<file path="src/rtl/axil_pkg.sv">
// Shared definitions for the AXI4-Lite write join front end.
package axil_pkg;

  localparam int unsigned PROT_W = 3;
  localparam int unsigned RESP_W = 2;

  localparam logic [RESP_W-1:0] RESP_OKAY   = 2'b00;
  localparam logic [RESP_W-1:0] RESP_SLVERR = 2'b10;
  localparam logic [RESP_W-1:0] RESP_DECERR = 2'b11;

  typedef enum logic [1:0] {
    IDLE  = 2'd0,
    WRITE = 2'd1,
    RESP  = 2'd2
  } wj_state_e;

  // Decode failure outranks the protection failure.
  function automatic logic [RESP_W-1:0] resp_sel(input logic dec_fail, input logic prot_fail);
    if (dec_fail)       return RESP_DECERR;
    else if (prot_fail) return RESP_SLVERR;
    else                return RESP_OKAY;
  endfunction

endpackage

</file>
<file path="src/rtl/axil_chan_buf.sv">
// One-entry holding register for a valid/ready channel; ready while empty.
module axil_chan_buf
  import axil_pkg::*;
#(
  parameter int unsigned W = 8
) (
  input  logic         ACLK,
  input  logic         ARESETn,
  input  logic         i_valid,
  input  logic [W-1:0] i_data,
  input  logic         i_clr,
  output logic         o_ready,
  output logic         o_full,
  output logic [W-1:0] o_data
);

  logic         r_full;
  logic [W-1:0] r_data;

  // Capture the payload on handshake; the clear empties the entry.
  always_ff @(posedge ACLK or posedge ARESETn) begin
    if (ARESETn) begin
      r_full <= 1'b0;
      r_data <= '0;
    end else if (i_clr) begin
      r_full <= 1'b0;
    end else if (i_valid && o_ready) begin
      r_full <= 1'b1;
      r_data <= i_data;
    end
  end

  // Ready is withheld while reset is applied, then follows the empty flag.
  assign o_ready = ~r_full & ~ARESETn;
  assign o_full  = r_full;
  assign o_data  = r_data;

endmodule

</file>
<file path="src/rtl/axil_write_join.sv">
// AXI4-Lite write front end: joins AW and W, issues one register write, returns B.
// Optional build macro: AXIL_WJOIN_PROT_CHECK_EN (non-secure writes get SLVERR).
module axil_write_join
  import axil_pkg::*;
#(
  parameter int unsigned       ADDR_W     = 32,
  parameter int unsigned       DATA_W     = 32,
  parameter logic [ADDR_W-1:0] ADDR_LIMIT = ADDR_W'(32'h0000_1000)
) (
  input  logic                ACLK,
  input  logic                ARESETn,
  input  logic                AWVALID,
  output logic                AWREADY,
  input  logic [ADDR_W-1:0]   AWADDR,
  input  logic [PROT_W-1:0]   AWPROT,
  input  logic                WVALID,
  output logic                WREADY,
  input  logic [DATA_W-1:0]   WDATA,
  input  logic [DATA_W/8-1:0] WSTRB,
  output logic                BVALID,
  input  logic                BREADY,
  output logic [RESP_W-1:0]   BRESP,
  output logic                reg_wen,
  output logic [ADDR_W-1:0]   reg_waddr,
  output logic [DATA_W-1:0]   reg_wdata,
  output logic [DATA_W/8-1:0] reg_wstrb
);

  localparam int unsigned STRB_W  = DATA_W / 8;
  localparam int unsigned AW_PL_W = ADDR_W + PROT_W;
  localparam int unsigned W_PL_W  = DATA_W + STRB_W;

  wj_state_e r_state;
  wj_state_e w_next_state;

  logic                r_bvalid;
  logic [RESP_W-1:0]   r_bresp;
  logic                r_reg_wen;
  logic [ADDR_W-1:0]   r_reg_waddr;
  logic [DATA_W-1:0]   r_reg_wdata;
  logic [STRB_W-1:0]   r_reg_wstrb;

  logic                w_aw_full;
  logic                w_w_full;
  logic [AW_PL_W-1:0]  w_aw_pl;
  logic [W_PL_W-1:0]   w_w_pl;
  logic [ADDR_W-1:0]   w_aw_addr;
  logic [PROT_W-1:0]   w_aw_prot;
  logic [DATA_W-1:0]   w_w_data;
  logic [STRB_W-1:0]   w_w_strb;
  logic                w_clr;
  logic                w_dec_fail;
  logic                w_prot_fail;
  logic [RESP_W-1:0]   w_resp;
  logic                w_wen_ok;
  logic                w_unused;

  assign w_clr = r_bvalid & BREADY;

  axil_chan_buf #(.W(AW_PL_W)) u_aw_buf (
    .ACLK    (ACLK),
    .ARESETn (ARESETn),
    .i_valid (AWVALID),
    .i_data  ({AWADDR, AWPROT}),
    .i_clr   (w_clr),
    .o_ready (AWREADY),
    .o_full  (w_aw_full),
    .o_data  (w_aw_pl)
  );

  axil_chan_buf #(.W(W_PL_W)) u_w_buf (
    .ACLK    (ACLK),
    .ARESETn (ARESETn),
    .i_valid (WVALID),
    .i_data  ({WDATA, WSTRB}),
    .i_clr   (w_clr),
    .o_ready (WREADY),
    .o_full  (w_w_full),
    .o_data  (w_w_pl)
  );

  assign {w_aw_addr, w_aw_prot} = w_aw_pl;
  assign {w_w_data, w_w_strb}   = w_w_pl;

  // Response decode from the held entries; stable for the whole transaction.
  assign w_dec_fail = (w_aw_addr >= ADDR_LIMIT);
`ifdef AXIL_WJOIN_PROT_CHECK_EN
  assign w_prot_fail = w_aw_prot[1];
  assign w_unused    = ^{w_aw_prot[2], w_aw_prot[0]};
`else
  assign w_prot_fail = 1'b0;
  assign w_unused    = ^w_aw_prot;
`endif
  assign w_resp   = resp_sel(w_dec_fail, w_prot_fail);
  assign w_wen_ok = (w_resp == RESP_OKAY) && (|w_w_strb);

  // State register.
  always_ff @(posedge ACLK or posedge ARESETn) begin
    if (ARESETn) r_state <= IDLE;
    else         r_state <= w_next_state;
  end

  // Next-state logic: join, one write cycle, then hold the response.
  always_comb begin
    w_next_state = r_state;
    case (r_state)
      IDLE:    if (w_aw_full && w_w_full) w_next_state = WRITE;
      WRITE:   w_next_state = RESP;
      RESP:    if (BREADY) w_next_state = IDLE;
      default: w_next_state = IDLE;
    endcase
  end

  // Registered outputs, loaded on entry to the state that presents them.
  always_ff @(posedge ACLK or posedge ARESETn) begin
    if (ARESETn) begin
      r_reg_wen   <= 1'b0;
      r_reg_waddr <= '0;
      r_reg_wdata <= '0;
      r_reg_wstrb <= '0;
      r_bvalid    <= 1'b0;
      r_bresp     <= RESP_OKAY;
    end else begin
      if (w_next_state == WRITE) begin
        r_reg_wen   <= w_wen_ok;
        r_reg_waddr <= {w_aw_addr[ADDR_W-1:2], 2'b00};
        r_reg_wdata <= w_w_data;
        r_reg_wstrb <= w_w_strb;
      end else begin
        r_reg_wen   <= 1'b0;
        r_reg_waddr <= '0;
        r_reg_wdata <= '0;
        r_reg_wstrb <= '0;
      end
      r_bvalid <= (w_next_state == RESP);
      r_bresp  <= (w_next_state == RESP) ? w_resp : RESP_OKAY;
    end
  end

  assign BVALID    = r_bvalid;
  assign BRESP     = r_bresp;
  assign reg_wen   = r_reg_wen;
  assign reg_waddr = r_reg_waddr;
  assign reg_wdata = r_reg_wdata;
  assign reg_wstrb = r_reg_wstrb;

endmodule

</file>
<file path="config.mk">
export PLATFORM = sky130hd
export DESIGN_NAME = axil_write_join
export DESIGN_NICKNAME = d
export VERILOG_FILES = /design/src/rtl/axil_pkg.sv /design/src/rtl/axil_chan_buf.sv /design/src/rtl/axil_write_join.sv
export SDC_FILE = /design/constraint.sdc
export NUM_CORES = 1
export LEC_CHECK = 0
export CAP_MARGIN = 10
export CORE_MARGIN = 3
export CORE_UTILIZATION = 40
export CTS_CLUSTER_DIAMETER = 200
export DETAILED_ROUTE_END_ITERATION = 12
export PLACE_DENSITY = 0.7
export REMOVE_ABC_BUFFERS = 1
export SYNTH_ARGS = -nofsm -noshare
export SYNTH_HDL_FRONTEND = slang
export SYNTH_SLANG_ARGS = --single-unit
export TNS_END_PERCENT = 30
</file>
<file path="constraint.sdc">
create_clock -name ACLK -period 4.8 [get_ports ACLK]
set_clock_uncertainty 0.1 [all_clocks]
set_input_delay 0.96 -clock ACLK [delete_from_list [all_inputs] [get_ports ACLK]]
set_output_delay 0.96 -clock ACLK [all_outputs]
set_load 0.03 [all_outputs]
</file>
==> impl_metrics.yaml <==
power:
  p_sw_mw: 1.50
  pwr-share-clk: 0.272
  p_leak_nw: 3.29
  power.density_mw_per_mm2: 675
  swShare: 0.308
  comb_power_share: 0.337
  seqPwrFrac: 0.391
  ir_drop_v: 0.000322
  internal-power_mw: 3.36
placed_design:
  io_buffers: 142
  dp.cells: 609
  place_congestion: 0.768
  post-dp-hpwl_um: 6310
yosys:
  yosysWarnings: 0
  synth_area_leader_cell: "dfrtp_1"
  netlist.area_leader.share: 0.689
  synth_most_common_cell: "dfrtp_1"
  synth_area_mm2: 0.00505
  ys_top_cells_by_area: "dfrtp_1, mux2_4, mux2_2, and2_1, buf_6"
  syn_inst: 312
  avgSynthCellArea_um2: 16.2
  yosysUniqueCellTypes: 24
  async_flop_share: 1.00
  yosysSeqAreaShare: 0.689
  ys_ff_latch: 139
  synth_commonest_cells: "dfrtp_1, and2_1, mux2_2"
  synth_flop_cell: "dfrtp_1"
  synth-edff-count: 0
global_routing:
  first_global_vias: 3094
  grt_max_degree: 74
  grt.overflow.total: 0
  track_usage: 0.145
  grt_pass1_wl_um: 15700
  antenna_found_initial: 0
clock_tree:
  clk_pin_slew_ns: 0.05
  cts_root_buf: "clkbuf_16"
  cts_buffer_depth: 2
  clkSinkCount: 139
  htreeDepth: 4
  post_cts_buffers: 0
  cts.hold.buffers_added: 0
  cts_tree: "yes"
  insertion_delay_ns: 0.41
  post_cts_resized: 0
  cts_buffers: 17
setup_path:
  required_ns: 3.74
  cp.arrival_ns: 2.33
  endpoint_kind: "output port"
  crit_path_start_kind: "input port"
  cp_max_fo: 3
  critical_path_class: "in2out"
sta:
  slew_headroom: 0.398
  worstMarginPinSlew_ns: 0.903
  drv_slew: 0
  rsz0062_at_grt: "false"
  finalCritPeriodShare: 0.705
  tns_ns: 0
  setup_viol: 0
  period_minus_slack_ns: 3.39
  hold_viol: 0
  fmax_mhz: 295
final_layout:
  diodes: 0
  finalNonFillerCells: 641
  drive_gt1_frac: 0.228
  final_core_utilization: 0.592
  syn2layout_area_growth_pct: 42.5
  nNetsFinal: 536
floorplanning:
  die_x_um: 118
  core_mm2: 0.0122
  die_y_um: 118
  pin_count: 150
  rows: 40
  initial_core_util: 0.415
  design.die.area_mm2: 0.0140
route:
  avgRoutedWirePerCell_um: 14.8
  via_per_inst: 4.44
  vias: 2843
  drt_iter0_drc: 245
  route.detailed.drc: 0
  wl_um: 9470
  final_antenna_net_count: 0
  dr.pass1.iters: 4
status:
  status: "complete, no violations"
job:
  maxCapViolCount: 0
min_path:
  hold_path_class: "reg2reg"
==> critical path: stages <==
cell	delay (ns)
clkdlybuf4s50_1	0.54
nor2_4	0.15
clkdlybuf4s50_1	0.68
==> final cells by class <==
type / instances / area, um2
Clock buffer: 20 / 467
Clock inverter: 12 / 145
Fill cell: 948 / 4970
Inverter: 1 / 8.76
Multi-Input combinational cell: 157 / 1450
Sequential cell: 139 / 3480
Tap cell: 168 / 210
Timing Repair Buffer: 144 / 1440
==> metrics by stage <==
step | instance area [um2] | worst slack [ns] | hold WS (ns) | power, mW
6_report | 7190 | 1.41 | 0.371 | 4.86
3_5_place_dp | 6580 | 1.03 | 0.362 | 3.58
3_3_place_gp | 6580 | 1.10 | 0.354 | 3.54
4_1_cts | 7190 | 1.40 | 0.374 | 4.92
2_1_floorplan | 4930 | 0.347 | 0.347 | 2.90
5_1_grt | 7190 | 1.30 | 0.387 | 5.11
==> registers in the layout, summed over array words and instances (netlist names) <==
| signal | cells |
|---|---|
| BRESP | 1 |
| BVALID | 1 |
| r_state | 2 |
| reg_waddr | 30 |
| reg_wdata | 32 |
| reg_wen | 1 |
| reg_wstrb | 4 |
| u_aw_buf.o_data | 30 |
| u_aw_buf.o_full | 1 |
| u_w_buf.o_data | 36 |
| u_w_buf.o_full | 1 |
==> cells in the final DEF, fill, tap and decap left out, drive strengths merged, types with 4 or more instances in the layout <==
master	count
mux2	68
nor4	5
clkdlybuf4s50	142
clkinvlp	4
and2	66
dfrtp	139
clkbuf	20
nand2	4
clkinv	5
==> path summary, 6_finish.rpt <==
path / slack, ns / endpoint / from / depth (start not counted)
hold / removal: 0.37 / reg_waddr[4]$_DFF_PP0_ / u_aw_buf.o_data[7]$_DFFE_PP0P_ / 1
setup reg to reg: 2.72 / reg_wen$_DFF_PP0_ / r_state[0]$_DFF_PP0_ / 4
min in group asynchronous: 1.02 / reg_waddr[14]$_DFF_PP0_ / ARESETn / 2
max in group asynchronous: 2.22 / reg_wstrb[3]$_DFF_PP0_ / ARESETn / 3
setup / recovery: 1.41 / AWREADY / ARESETn / 3
hold reg to reg: 0.37 / reg_waddr[4]$_DFF_PP0_ / u_aw_buf.o_data[7]$_DFFE_PP0P_ / 1
==> per-layer routing <==
metal | GRT usage | vias to the layer above | routed length, um
li1 | - | 1336 | -
met1 | 0.165 | 1397 | 3830
met2 | 0.239 | 92 | 4700
met3 | 0.0569 | 18 | 708
met4 | 0.0718 | 0 | 225
met5 | 0 | - | 0
==> power by group through the flow <==
stage               logic (mW)  clock network (mW)  registers (mW)
floorplan                0.621                   0            2.28
global placement          1.63                   0            1.91
detailed placement        1.66                   0            1.92
CTS                       1.67                1.35            1.90
global route              1.75                1.41            1.96
finish                    1.64                1.32            1.90
==> cell families (layout without fill, tap and decap cells) <==
logic type / Yosys count / count (layout) / share of synthesized area
AO/OA/AOI/OAI: 4 / 4 / 0.00521
multiplexers: 68 / 68 / 0.174
flip-flops: 139 / 139 / 0.689
other: 1 / 2 / 0.000743
AND/OR/NAND/NOR: 83 / 83 / 0.106
buffers and inverters: 17 / 177 / 0.0248
No activity file was read; power rests on OpenSTA's default activity.
